$ cat src/rtl/systolic_pkg.sv
// rtl/systolic_pkg.sv - shared types and constants for the systolic skew feeder
package systolic_pkg;

   localparam int ActBits = 8;

   typedef enum logic [1:0] {
      IDLE   = 2'd0,
      STREAM = 2'd1,
      DRAIN  = 2'd2
   } feeder_state_t;

endpackage

$ cat src/rtl/feeder_fifo.sv
// rtl/feeder_fifo.sv - beat FIFO with registered ready; pointers carry an extra wrap bit
module feeder_fifo #(
   parameter int Width = 8,
   parameter int Depth = 4
) (
   input  logic             clk,
   input  logic             res_n,
   input  logic             push_i,
   input  logic [Width-1:0] wdata_i,
   input  logic             pop_i,
   output logic [Width-1:0] rdata_o,
   output logic             empty_o,
   output logic             ready_o
);

   localparam int PtrW = $clog2(Depth);

   logic [PtrW:0]    wr_q, wr_d;
   logic [PtrW:0]    rd_q, rd_d;
   logic             ready_q, ready_d;
   logic [Width-1:0] mem_q [Depth];

   assign wr_d = wr_q + (PtrW+1)'(push_i);
   assign rd_d = rd_q + (PtrW+1)'(pop_i);

   // Ready reflects the occupancy after this edge, so it never sees stall combinationally.
   assign ready_d = !((wr_d[PtrW] != rd_d[PtrW]) &&
                      (wr_d[PtrW-1:0] == rd_d[PtrW-1:0]));

   always_ff @(posedge clk or negedge res_n) begin
      if (!res_n) begin
         wr_q    <= '0;
         rd_q    <= '0;
         ready_q <= 1'b0;
      end else begin
         wr_q    <= wr_d;
         rd_q    <= rd_d;
         ready_q <= ready_d;
      end
   end

   always_ff @(posedge clk) begin
      if (push_i) begin
         mem_q[wr_q[PtrW-1:0]] <= wdata_i;
      end
   end

   assign rdata_o = mem_q[rd_q[PtrW-1:0]];
   assign empty_o = (wr_q == rd_q);
   assign ready_o = ready_q;

endmodule

$ cat src/rtl/systolic_skew_feeder.sv
// rtl/systolic_skew_feeder.sv - FIFO-buffered diagonal skew feeder for a systolic array
// Optional: SYSTOLIC_FEEDER_ZERO_PAD_EN zeroes out_a on rows whose valid is low.
module systolic_skew_feeder
   import systolic_pkg::*;
#(
   parameter int BitSize   = ActBits,
   parameter int Rows      = 4,
   parameter int FifoDepth = 4
) (
   input  logic                    clk,
   input  logic                    res_n,
   input  logic                    in_valid,
   output logic                    in_ready,
   input  logic [Rows*BitSize-1:0] in_data,
   input  logic                    in_last,
   input  logic                    stall,
   output logic [Rows-1:0]         out_valid,
   output logic [Rows*BitSize-1:0] out_a,
   output logic [Rows-1:0]         out_increment,
   output logic                    out_busy
);

   localparam int FifoW = Rows*BitSize + 1;
   localparam int CntW  = (Rows > 1) ? $clog2(Rows) : 1;
   localparam logic [CntW-1:0] DrainLast = CntW'((Rows > 1) ? Rows - 2 : 0);

   feeder_state_t state_q, state_d;
   logic [CntW-1:0] cnt_q, cnt_d;

   logic             fifo_ready, fifo_empty;
   logic [FifoW-1:0] fifo_rdata;
   logic             push, pop, pop_last;

   logic [Rows-1:0]              row_v, row_l, row_busy;
   logic [Rows-1:0][BitSize-1:0] row_a;

   assign push     = in_valid & fifo_ready;
   assign pop      = (state_q == STREAM) & ~fifo_empty & ~stall;
   assign pop_last = fifo_rdata[FifoW-1];

   feeder_fifo #(
      .Width (FifoW),
      .Depth (FifoDepth)
   ) u_fifo (
      .clk     (clk),
      .res_n   (res_n),
      .push_i  (push),
      .wdata_i ({in_last, in_data}),
      .pop_i   (pop),
      .rdata_o (fifo_rdata),
      .empty_o (fifo_empty),
      .ready_o (fifo_ready)
   );

   // Row r owns stage 0 plus r delay stages; the whole array shifts only when not stalled.
   for (genvar r = 0; r < Rows; r++) begin : g_row
      logic [r:0]              v_q;
      logic [r:0]              l_q;
      logic [r:0][BitSize-1:0] a_q;

      always_ff @(posedge clk or negedge res_n) begin
         if (!res_n) begin
            v_q <= '0;
            l_q <= '0;
            a_q <= '0;
         end else if (!stall) begin
            v_q[0] <= pop;
            l_q[0] <= pop & pop_last;
            if (pop) begin
               a_q[0] <= fifo_rdata[r*BitSize +: BitSize];
            end
            for (int k = r; k > 0; k--) begin
               v_q[k] <= v_q[k-1];
               l_q[k] <= l_q[k-1];
               a_q[k] <= a_q[k-1];
            end
         end
      end

      assign row_v[r]    = v_q[r];
      assign row_l[r]    = l_q[r];
      assign row_a[r]    = a_q[r];
      assign row_busy[r] = |v_q;
   end

   always_comb begin
      state_d = state_q;
      cnt_d   = cnt_q;
      case (state_q)
         IDLE: begin
            if (push || !fifo_empty) begin
               state_d = STREAM;
            end
         end
         STREAM: begin
            if (pop && pop_last) begin
               if (Rows > 1) begin
                  state_d = DRAIN;
                  cnt_d   = '0;
               end
            end else if (fifo_empty && !push && (row_busy == '0)) begin
               state_d = IDLE;
            end
         end
         DRAIN: begin
            if (!stall) begin
               if (cnt_q == DrainLast) begin
                  state_d = (push || !fifo_empty) ? STREAM : IDLE;
                  cnt_d   = '0;
               end else begin
                  cnt_d = cnt_q + CntW'(1);
               end
            end
         end
         default: begin
            state_d = IDLE;
            cnt_d   = '0;
         end
      endcase
   end

   always_ff @(posedge clk or negedge res_n) begin
      if (!res_n) begin
         state_q <= IDLE;
         cnt_q   <= '0;
      end else begin
         state_q <= state_d;
         cnt_q   <= cnt_d;
      end
   end

   assign out_valid     = row_v & {Rows{~stall}};
   assign out_increment = row_v & row_l & {Rows{~stall}};
   assign in_ready      = fifo_ready;
   assign out_busy      = (state_q != IDLE);

`ifdef SYSTOLIC_FEEDER_ZERO_PAD_EN
   for (genvar r = 0; r < Rows; r++) begin : g_pad
      assign out_a[r*BitSize +: BitSize] = out_valid[r] ? row_a[r] : '0;
   end
`else
   assign out_a = row_a;
`endif

endmodule

$ cat config.mk
export PLATFORM = sky130hd
export DESIGN_NAME = systolic_skew_feeder
export DESIGN_NICKNAME = d
export VERILOG_FILES = /design/src/rtl/systolic_pkg.sv /design/src/rtl/feeder_fifo.sv /design/src/rtl/systolic_skew_feeder.sv
export SDC_FILE = /design/constraint.sdc
export NUM_CORES = 1
export LEC_CHECK = 0
export CORE_MARGIN = 10
export CORE_UTILIZATION = 40
export DETAILED_ROUTE_END_ITERATION = 10
export PLACE_DENSITY = 0.64
export SLEW_MARGIN = 0
export SYNTH_ARGS = -nofsm -noshare
export SYNTH_HDL_FRONTEND = slang
export SYNTH_SLANG_ARGS = --single-unit
export TNS_END_PERCENT = 20
$ cat constraint.sdc
create_clock -name clk -period 7.1 [get_ports clk]
set_input_delay 1.065 -clock clk [delete_from_list [all_inputs] [get_ports clk]]
set_output_delay 1.065 -clock clk [all_outputs]
set_load 0.02 [all_outputs]
# [After elaboration in Yosys (flattened, before gate mapping)]
# Memories as Yosys holds them, arrays and structs flattened.
# Index checks and enable logic that the tools add are counted.
[word_totals] reg_bits=111 ramBits=132 in_bits=37 output_inout_bits=42 word_cells=78 memories=1
[mem_list] name="u_fifo.mem_q" words=4 word_bits=33 read_ports=1 rd_ports_with_merged_regs=0 wr=1 line="feeder_fifo.sv:21" text="logic [Width-1:0] mem_q [Depth];"
[op_classes] n_addsub=3 n_eq_ne=11 muxes=13 bitwise=10 n_reduce_logical=17
[ops] operator="two-way mux 2 bit" n=8
[ops] operator="AND 4 bit" n=3
[ops] operator="one-hot mux 2 bit (3 select lines)" n=2
[ops] operator="adder 3 x 1 -> 3 bit" n=2
[ops] operator="inequality test 2 bit (second input constant)" n=3
[ops] operator="AND 1 bit" n=4
[ops] operator="equality test 2 bit (second input constant)" n=2
[ops] operator="logical AND 1 bit" n=4
[ops] operator="zero test 4 bit" n=1
[ops] operator="AND reduction 4 bit" n=1
[ops] operator="OR reduction 4 bit" n=1
[ops] operator="equality test 3 bit" n=1
[ops] operator="zero test 1 bit" n=3
[ops] operator="two-way mux 1 bit" n=3
[ops] operator="inequality test 3 x 1 -> 1 bit (second input constant)" n=1
[ops] operator="inverter 1 bit" n=3
[ops] operator="AND reduction 3 bit" n=1
[ops] operator="OR reduction 3 bit" n=1
[ops] operator="adder 2 x 1 -> 2 bit (second input constant)" n=1
[ops] operator="equality test 2 x 1 -> 1 bit (second input constant)" n=1
[ops] operator="equality test 2 bit" n=1
[ops] operator="zero test 2 bit" n=1
[ops] operator="inequality test 2 x 1 -> 1 bit (second input constant)" n=1
[ops] operator="AND reduction 2 bit" n=1
[ops] operator="4 further kinds" n=4

# [Depth between registers and ports, before layout]
[logic_depth] depth_word=8 mapped_depth=9 depth_no_buf=7

# [By module]
# Synthesis repeated with hierarchy kept, for this count alone.
[hier_totals] cells_unflattened=439 area_unflattened_um2=8819.7
[modules_own_cells] mod="feeder_fifo" n_inst=1 cells_per_inst=199 area_per_inst_um2=5119.9
[modules_own_cells] mod="systolic_skew_feeder" n_inst=1 cells_per_inst=240 area_per_inst_um2=3699.8

# [Worst setup path after synthesis]
# No wires, ideal clock.
[synth_path] path_type="input -> register" from="input in_valid" to="memory u_fifo.mem_q[1][0] (netlist name), enable pin" arrival_time_ps=3649 required_ps=6629 slack_ps=2980 cell_stages=2 n_path_buf=0 path_cell_list="nand2_1 > nor3b_1"
[synth_between] elab_chain_len=3
[synth_rtl] item="start, declared" line="systolic_skew_feeder.sv:12" text="input logic in_valid,"
[synth_rtl] item="AND 1 bit" line="systolic_skew_feeder.sv:37" text="assign push = in_valid & fifo_ready;"
[synth_rtl] item="two-way mux 1 bit" line="feeder_fifo.sv:43" text="if (push_i) begin"
[synth_rtl] item="two-way mux 1 bit (implied by the code)" line="feeder_fifo.sv:44" text="mem_q[wr_q[PtrW-1:0]] <= wdata_i;"
[synth_rtl] item="end, declared" line="feeder_fifo.sv:21"
# No other way between the ends.

# [Worst setup path in the final report]
[layout_path] from="input stall" to="output out_increment[0]"
[layout_between] elab_chain_len=2
[layout_rtl] item="start, declared" line="systolic_skew_feeder.sv:16" text="input logic stall,"
[layout_rtl] item="inverter 1 bit (no line)"
[layout_rtl] item="AND 4 bit" line="systolic_skew_feeder.sv:133" text="assign out_increment = row_v & row_l & {Rows{~stall}};"
[layout_rtl] item="end, declared" line="systolic_skew_feeder.sv:19" text="output logic [Rows-1:0] out_increment,"
# No other way between the ends.

==> run summary <==
Initial DRC Count -> 212
Area delta synth->final -> 19.3%
First-pass GRT wire length -> 24,100 um
Final worst slack -> 3.37 ns
DRT Wirelength -> 15,000 um
Avg WL per Cell -> 18.5 um
Cts hold-fix bufs -> 0
Total power -> 4.59 mW
Design area -> 10,500 um^2
YS warnings -> 0
TritonCTS clock tree -> built
Max-slew violation count -> 0
Layout cells sized above 1 -> 0.321
Post-CTS resize count -> 0
Die height -> 168 um
CP Class -> input port to output pin
Final ANT Viol Nets -> 0
Clk slew on worst S/H paths -> 0.05 ns
Diodes inserted -> 0
Seq cells post-synth -> 231
Synth cell count leaders -> edfxtp_1, dfrtp_1, mux2_2
Nets -> 553
Overflow after GRT -> 0
Clk_lat worst skew -> 0.51 ns
PwrDens -> 438 nW/um^2
TritonCTS Buffers -> 24
Vias in the first global route -> 4,337
Max FO, Critical Path -> 63
Die area -> 28,300 um^2
Detailed Place HPWL -> 9220 um
Synth Cell Area -> 8790 um^2
Dpl ws -> 3.33 ns
Core footprint -> 21,700 um^2
Number of synthesized flops with an enable pin -> 132
Critical Path End Type -> output pin
Die W -> 168 um
Required time at the worst-slack endpoint -> 6.03 ns
Ports -> 79
Max-cap violations -> 0
Vias -> 3,990
Post-Syn Instances -> 442
Post-place instance area -> 9710 um^2
Max-slew headroom -> 0.325
RSZ-0062 raised after global routing -> no
Drt drc -> 0
Starting density of the core -> 0.405
Worst-Margin Slew -> 1.01 ns
Peak supply drop -> 0.208 mV
Fin crit period -> 3.73 ns
Asr flop ratio synth -> 0.429
Pleak -> 3.85 nW
Final worst-path cycle share -> 0.525
Layout Skew -> 0.0125 ns
Final setup vio count -> 0
Synth cell types -> 34
Worst hold margin -> 0.464 ns
Max clock buf depth -> 3
CTS root buffer -> clkbuf_16
Vias/cell -> 4.93
Port buffer count -> 78
Placer Congestion -> 0.694
Row count -> 54
First drt pass iteration count -> 4
Worst Path Arrival -> 2.66 ns
Sequential-to-total area share from yosys stat -> 0.733
Clock sinks -> 231
Setup bufs post-CTS -> 0
Largest net degree at the start of global routing -> 76
Min-delay worst type -> input port to asynchronous set/reset pin
GRT Resource Usage Total -> 0.105
Setup TNS -> 0 ns
Status -> complete, no violations
Syn avg cell area -> 19.9 um^2
Post-synth top area share -> 0.451
Antenna violations before repair -> 0
H-tree levels -> 1
Syn_nets -> 483
Hold Vio Cnt, Final -> 0
Cell taking the most area after synthesis -> edfxtp_1
Achievable Freq -> 0.268 GHz
Most common cell in the netlist -> edfxtp_1
Largest cells by area after synthesis -> edfxtp_1, dfrtp_1, mux2_2
Post-synth top flop -> edfxtp_1
Setup crit start kind -> input port
[through the flow]
stage,std cells,util
final,810,0.484
after floorplan,442,-
after CTS,810,0.484
after global placement,766,0.448
after detailed placement,766,0.448
after global routing,810,0.484
[metal layers]
metal  GRT usage  up-vias  part of all wire  wire length, um
met4      0.0322        0             0.018              269
met2       0.183       73              0.52             7760
met5           0        -                 0                0
met3      0.0258       24             0.051              769
met1       0.125     2081              0.41             6170
li1            -     1812                 -                -
[worst max-delay path, stage by stage]
cell,delay [ns]
buf_2,0.08
buf_4,0.59
nor2b_1,0.18
and2_1,0.20
clkdlybuf4s50_1,0.53
[path summary, 6_finish.rpt]
check / start / endpoint / slack (ns) / depth (start not counted)
worst max register to register: u_fifo.rd_q[1]$_DFF_PN0_ / u_fifo.ready_o$_DFF_PN0_ / 4.43 / 7
worst max-delay path: stall / out_increment[0] / 3.37 / 5
worst min register to register: g_row[2].a_q[5]$_DFFE_PN0P_ / g_row[2].a_q[5]$_DFFE_PN0P_ / 0.49 / 1
min in group clk: g_row[2].a_q[5]$_DFFE_PN0P_ / g_row[2].a_q[5]$_DFFE_PN0P_ / 0.49 / 1
max in group asynchronous: res_n / u_fifo.rd_q[1]$_DFF_PN0_ / 5.31 / 2
worst min-delay path: res_n / g_row[3].a_q[15]$_DFFE_PN0N_ / 0.46 / 1
[kinds of logic (layout without fill, tap and decap cells)]
family          count (synthesis)  in the layout  synth area share
flops                         231            231             0.733
compound gates                 12             12            0.0120
fa+ha+maj                       4              4           0.00569
mux                           117            117             0.192
xor+xnor                        8              8           0.00797
buf+inv                        43            131            0.0319
simple gates                   27             27            0.0175
[cell type report]
cell class                 instances  area (um^2)
tap                              280          350
inverter                           1         3.75
clock buffer                      34          699
sequential                       231         6440
fill                            1765        11200
clock inverter                    10         73.8
timing repair buffer              86          833
multi-input combinational        168         2080
[sequential cells by signal, summed over array words and instances (netlist names)]
signal and cells:
cnt_q 2, g_row.a_q 56, g_row.l_q 4, g_row.v_q 4, out_a 24, state_q 2
u_fifo.mem_q 132, u_fifo.rd_q 3, u_fifo.ready_o 1, u_fifo.wr_q 3
[power breakdown]
part           total (mW)  internal, mW  switching [mW]
Sequential           2.10          1.87           0.235
Combinational        1.29         0.719           0.574
Clock                1.20         0.720           0.479
Total                4.59          3.31            1.29
[layout by cell type, fill, tap and decap left out, types with 2 or more instances in the layout]
cell             count
mux2_1               2
o2bb2ai_1            2
dfrtp_2              2
nor2_1               2
a21o_1               4
clkbuf_8             4
nor2b_1              4
nor3b_2              2
nand2_1              6
buf_4                9
mux2_2              81
mux4_2              33
dfrtp_1             97
ha_1                 4
edfxtp_1           132
clkbuf_16           25
clkinv_2             8
xor2_1               4
and2_1               4
xnor2_1              4
clkbuf_1             5
clkdlybuf4s50_1     76
a21oi_1              2
No activity file was read; power rests on OpenSTA's default activity.
